File: config.mk
export PLATFORM = sky130hd
export DESIGN_NAME = clk_div_multi_flat
export DESIGN_NICKNAME = d
export VERILOG_FILES = /design/src/rtl/clk_div_multi_if.sv /design/src/rtl/clk_div_multi.sv /design/src/flat_wrapper.sv
export SDC_FILE = /design/constraint.sdc
export NUM_CORES = 1
export LEC_CHECK = 0
export ABC_CLOCK_PERIOD_IN_PS = 3080
export BUFFER_PORTS_ARGS = -buffer_cell sky130_fd_sc_hd__buf_2
export CORE_MARGIN = 2
export CORE_UTILIZATION = 52
export DETAILED_ROUTE_END_ITERATION = 10
export GPL_TIMING_DRIVEN = 0
export HOLD_SLACK_MARGIN = 0.06
export PLACE_DENSITY = 0.68
export SETUP_SLACK_MARGIN = 0.02
export SYNTH_ARGS = -nofsm -noshare
export SYNTH_HDL_FRONTEND = slang
export SYNTH_SLANG_ARGS = --single-unit
File: constraint.sdc
create_clock -name sys_clk -period 3.08 [get_ports sys_clk]
set_input_delay 0.77 -clock sys_clk [delete_from_list [all_inputs] [get_ports sys_clk]]
set_output_delay 0.77 -clock sys_clk [all_outputs]
set_load 0.02 [all_outputs]
File: src/rtl/clk_div_multi_if.sv
// Control/output bundle of the multi-channel clock divider: run enable,
// phase clear, divided square waves and their rising-edge strobes.
interface clk_div_multi_if #(
    parameter int unsigned NUM_CH = 4
);
    logic              en;
    logic              sync_clr;
    logic [NUM_CH-1:0] clk_out;
    logic [NUM_CH-1:0] tick;

    modport master (
        output en,
        output sync_clr,
        input  clk_out,
        input  tick
    );

    modport slave (
        input  en,
        input  sync_clr,
        output clk_out,
        output tick
    );
endinterface

File: src/rtl/clk_div_multi.sv
// Multi-channel clock divider with shared run/pause and phase clear.
// Optional feature macro: CLK_DIV_TICK_EN builds the per-channel rising-edge strobe.
module clk_div_multi #(
    parameter int unsigned                NUM_CH       = 4,
    parameter int unsigned                CNT_W        = 32,
    parameter logic [NUM_CH*CNT_W-1:0]    HALF_PERIODS = {32'd12500000, 32'd500000,
                                                          32'd25000000, 32'd50000000}
) (
    input  logic               sys_clk,
    input  logic               rst_n,
    clk_div_multi_if.slave     bus
);

    logic [CNT_W-1:0]  cnt_q  [NUM_CH];
    logic [CNT_W-1:0]  cnt_d  [NUM_CH];
    logic [CNT_W-1:0]  term_s [NUM_CH];
    logic [NUM_CH-1:0] clk_q;
    logic [NUM_CH-1:0] clk_d;
    logic [NUM_CH-1:0] wrap_s;

    // Terminal count per channel is N_i-1; a zero half-period cannot be realised.
    for (genvar g = 0; g < NUM_CH; g++) begin : g_term
        if (HALF_PERIODS[g*CNT_W +: CNT_W] == {CNT_W{1'b0}}) begin : g_bad_half_period
            $fatal(1, "clk_div_multi: channel %0d has half-period 0", g);
        end
        assign term_s[g] = HALF_PERIODS[g*CNT_W +: CNT_W] - {{(CNT_W-1){1'b0}}, 1'b1};
    end

    // Next counter and output state per channel: clear, then pause, then count/toggle.
    always_comb begin
        for (int i = 0; i < NUM_CH; i++) begin
            cnt_d[i]  = cnt_q[i];
            clk_d[i]  = clk_q[i];
            wrap_s[i] = 1'b0;
            if (bus.sync_clr) begin
                cnt_d[i] = {CNT_W{1'b0}};
                clk_d[i] = 1'b0;
            end else if (!bus.en) begin
                cnt_d[i] = cnt_q[i];
                clk_d[i] = clk_q[i];
            end else if (cnt_q[i] == term_s[i]) begin
                cnt_d[i]  = {CNT_W{1'b0}};
                clk_d[i]  = ~clk_q[i];
                wrap_s[i] = 1'b1;
            end else begin
                cnt_d[i] = cnt_q[i] + {{(CNT_W-1){1'b0}}, 1'b1};
            end
        end
    end

    // Counter and divided-output registers.
    always_ff @(posedge sys_clk or negedge rst_n) begin
        if (!rst_n) begin
            for (int i = 0; i < NUM_CH; i++) begin
                cnt_q[i] <= {CNT_W{1'b0}};
            end
            clk_q <= {NUM_CH{1'b0}};
        end else begin
            for (int i = 0; i < NUM_CH; i++) begin
                cnt_q[i] <= cnt_d[i];
            end
            clk_q <= clk_d;
        end
    end

    assign bus.clk_out = clk_q;

`ifdef CLK_DIV_TICK_EN
    logic [NUM_CH-1:0] tick_q;
    logic [NUM_CH-1:0] tick_d;

    // Strobe only on the toggle that takes the output from 0 to 1.
    always_comb begin
        tick_d = {NUM_CH{1'b0}};
        for (int i = 0; i < NUM_CH; i++) begin
            if (wrap_s[i]) begin
                tick_d[i] = ~clk_q[i];
            end else begin
                tick_d[i] = 1'b0;
            end
        end
    end

    // Strobe register.
    always_ff @(posedge sys_clk or negedge rst_n) begin
        if (!rst_n) begin
            tick_q <= {NUM_CH{1'b0}};
        end else begin
            tick_q <= tick_d;
        end
    end

    assign bus.tick = tick_q;
`else
    logic unused_wrap_s;

    assign unused_wrap_s = ^wrap_s;
    assign bus.tick      = {NUM_CH{1'b0}};
`endif

endmodule

File: src/flat_wrapper.sv
// flat-port wrapper written by rule: the top's interface ports become plain ports
module clk_div_multi_flat 
#(
    parameter int unsigned                NUM_CH       = 4,
    parameter int unsigned                CNT_W        = 32,
    parameter logic [NUM_CH*CNT_W-1:0]    HALF_PERIODS = {32'd12500000, 32'd500000,
                                                          32'd25000000, 32'd50000000}
)
  (sys_clk, rst_n, bus_en, bus_sync_clr, bus_clk_out, bus_tick);
  clk_div_multi_if #(.NUM_CH(NUM_CH)) bus_i ();
  input  logic sys_clk;
  input  logic rst_n;
  input wire logic [$bits(bus_i.en)-1:0] bus_en;
  input wire logic [$bits(bus_i.sync_clr)-1:0] bus_sync_clr;
  output wire logic [$bits(bus_i.clk_out)-1:0] bus_clk_out;
  output wire logic [$bits(bus_i.tick)-1:0] bus_tick;
  assign bus_i.en = bus_en;
  assign bus_i.sync_clr = bus_sync_clr;
  assign bus_clk_out = bus_i.clk_out;
  assign bus_tick = bus_i.tick;
  clk_div_multi #(.NUM_CH(NUM_CH), .CNT_W(CNT_W), .HALF_PERIODS(HALF_PERIODS)) u_core (.sys_clk(sys_clk), .rst_n(rst_n), .bus(bus_i));
endmodule
==> results.md <==
* Post-route DRC at 0
* CTS Buf Count at 17
* Register area at 3300 um2
* RSZ-0062 raised after global routing: no
* Port bufs at 7
* Status: completed
* Starting Density at 0.526
* Fmax at 374 MHz
* FP Rows at 42
* Share of the synthesized area in the top cell type at 0.480
* Number of distinct library cells after synthesis at 52
* Yosys warning count at 0
* Hold Slack at 289 ps
* Clock Tree Root: clkbuf_16
* Cell taking the most area after synthesis: dfrtp_1
* Slowest CP cell: nor4b_1
* Slew Limit Headroom at 0.108
* Synth Flop Type: dfrtp_1
* Most frequent cells in the layout: nor2_1, dfrtp_1, xor2_1
* Worst R2R Path Depth at 6
* Final Hold Viols at 0
* Reg-to-reg setup timing slack at 440 ps
* Crit path max-delay family: simple AND/OR/NAND/NOR gates
* Cell mode on critical path: buf_2
* Post-cts resize count at 0
* ANT cells at 0
* DR vias/cell at 5.74
* WL/cell at 15.4 um
* Mapped Area at 6880 um2
* Maxcap violations at 0
* Async S/R FF share, synth at 1.00
* Vias in the first global route at 5344
* Sequential element share of the synthesized area at 0.480
* Clk slew on worst S/H paths at 60 ps
* Endpoints failing setup at 0
* Syn Area/Cell at 9.44 um2
* Skew-Pair Late Insertion Delay at 430 ps
* GPL Wtd Cong at 0.863
* Share of layout cells above drive strength 1 at 0.0855
* First-pass GRT wire length at 25.4 mm
* Tcrit/Tclk final at 0.867
* CTS tree: yes
* IO Pins at 12
* Worst-path cell chain: buf_2 > o2111a_1 > buf_2 > nor4b_1 > nand4bb_1 > xor2_1 > nor2_1
* Critical path buffers and inverters at 2
* # Post-CTS Setup Buffers at 0
* Final Max Slew Viols at 0
* Yosys reg bits at 132
* EDFF count, synth at 0
* CP Launch Type: input port
* Worst Path Max Fanout at 9
* Post-route ant nets at 0
* RR Endpoint: u_core.cnt_q[93]
* Die ar. at 14200 um2
* Final wirelength at 14.6 mm
* CP Class: input port to flip-flop
* Post-route minimum period at 2670 ps
* Crit-path max cell delay at 1080 ps
* DP Area at 7180 um2
* Worst vdd ir at 0.391 mV
* Synth top area cells: dfrtp_1, xor2_1, nor2_1
* Area growth, synth to finish at 12.9%
* Filler cells at 1149
* Drt pass-1 iters at 5
* Static Leakage at 0.00322 uW
* Design area at 7770 um2
* Largest net degree at the start of global routing at 82
* Most common cell after layout, fill and taps aside: nor2_1
* Overflow after GRT at 0
* # hold bufs at CTS at 0
* HPWL Detailed at 9.98 mm
* Pwr dens at 498 nW/um2
* Chip width at 119 um
* Total number of vias at 5441
* Least-Margin Pin Slew at 1320 ps
* Chip Height at 119 um
* Initial DRC Count at 380
* Multi-input gate area at 3370 um2
* Setup Skew at 7.40 ps
* Total Power at 3870 uW
* H-tree depth at 4
* Reg2Reg Launch Point: u_core.cnt_q[66]
* Placed Cells at 916
* Syn Inst Count at 729
* Layout Cells excl Fill at 948
* Kind of end point of the critical path: flip-flop
* # nets final at 767
* Core box area at 13100 um2
* Data required, critical path at 3380 ps
* Initial antenna violation count at 0
* GRT Overall Usage at 0.224
* Arrival time at the worst endpoint at 2970 ps
* Max Buffers Root-to-Sink at 2
* Clock tree sinks at 132
* Worst hold path class: input port to asynchronous set/reset pin
-- final cells by class --
type	instances	share of cell area
multi-input cells	557	0.434
flip-flops and latches	132	0.425
clock buffers	17	0.0548
well taps	176	0.0283
plain buffers	29	0.0221
clock inverters	15	0.0203
repair buffers	8	0.00886
inverters	14	0.00676
-- where the power goes --
part	total, uW	internal (uW)	switching [uW]	leakage [uW]
clock	1990	1190	796	0.000276
sequential	1750	1740	10.3	0.00184
combinational	127	35.1	92.3	0.00111
-- layer usage --
metal,vias up,GRT usage,routed length [um]
met3,28,0.0441,548
met1,2676,0.297,6720
li1,2612,-,-
met5,-,0,0
met4,0,0.0982,325
met2,125,0.358,7050
-- flip-flops by register name, indices dropped and copies added (netlist names) --
register / cells
u_core.cnt_q: 128
u_core.bus.clk_out: 4
-- cells by family (layout without fill, tap and decap cells) --
kind of cell / Yosys count / after routing / synth area share
AOI/OAI and AO/OA: 37 / 37 / 0.0389
xor gates and xnor gates: 113 / 113 / 0.144
adders and majority gates: 4 / 4 / 0.00728
buffers and inverters: 43 / 83 / 0.0326
DFF: 132 / 132 / 0.480
muxes: 1 / 1 / 0.00164
other: 1 / 4 / 0.000545
and+or+nand+nor: 398 / 398 / 0.295
-- worst max-delay path by stage --
stage | startpoint | end | cells past startpoint
floorplan | bus_en | u_core.cnt_q[93] | 6
global placement | rst_n | u_core.cnt_q[75] | 1
finish | bus_en | u_core.cnt_q[93] | 7
CTS | u_core.cnt_q[32] | u_core.cnt_q[53] | 8
global route | bus_en | u_core.cnt_q[93] | 7
detailed placement | bus_en | u_core.cnt_q[93] | 7
-- Yosys cell counts, drive strengths merged, types with 5 or more instances --
cell type  instances
nor2             142
dfrtp            132
xor2              76
nand4             63
nand2             50
nand3             39
xnor2             37
nor4              26
nor3              19
buf               15
clkbuf            14
inv               14
and3              12
and4              11
o21ai              8
or3                7
a21oi              5
nor4b              5
-- stage by stage --
stage,TNS (ps),worst slack [ps],utilization
2_1_floorplan,0,804,-
3_3_place_gp,-65560,-507,0.546
3_5_place_dp,0,58.3,0.549
4_1_cts,0,463,0.593
5_1_grt,0,224,0.594
6_report,0,409,0.594
Note: power is estimated with default switching activity, not from simulation.
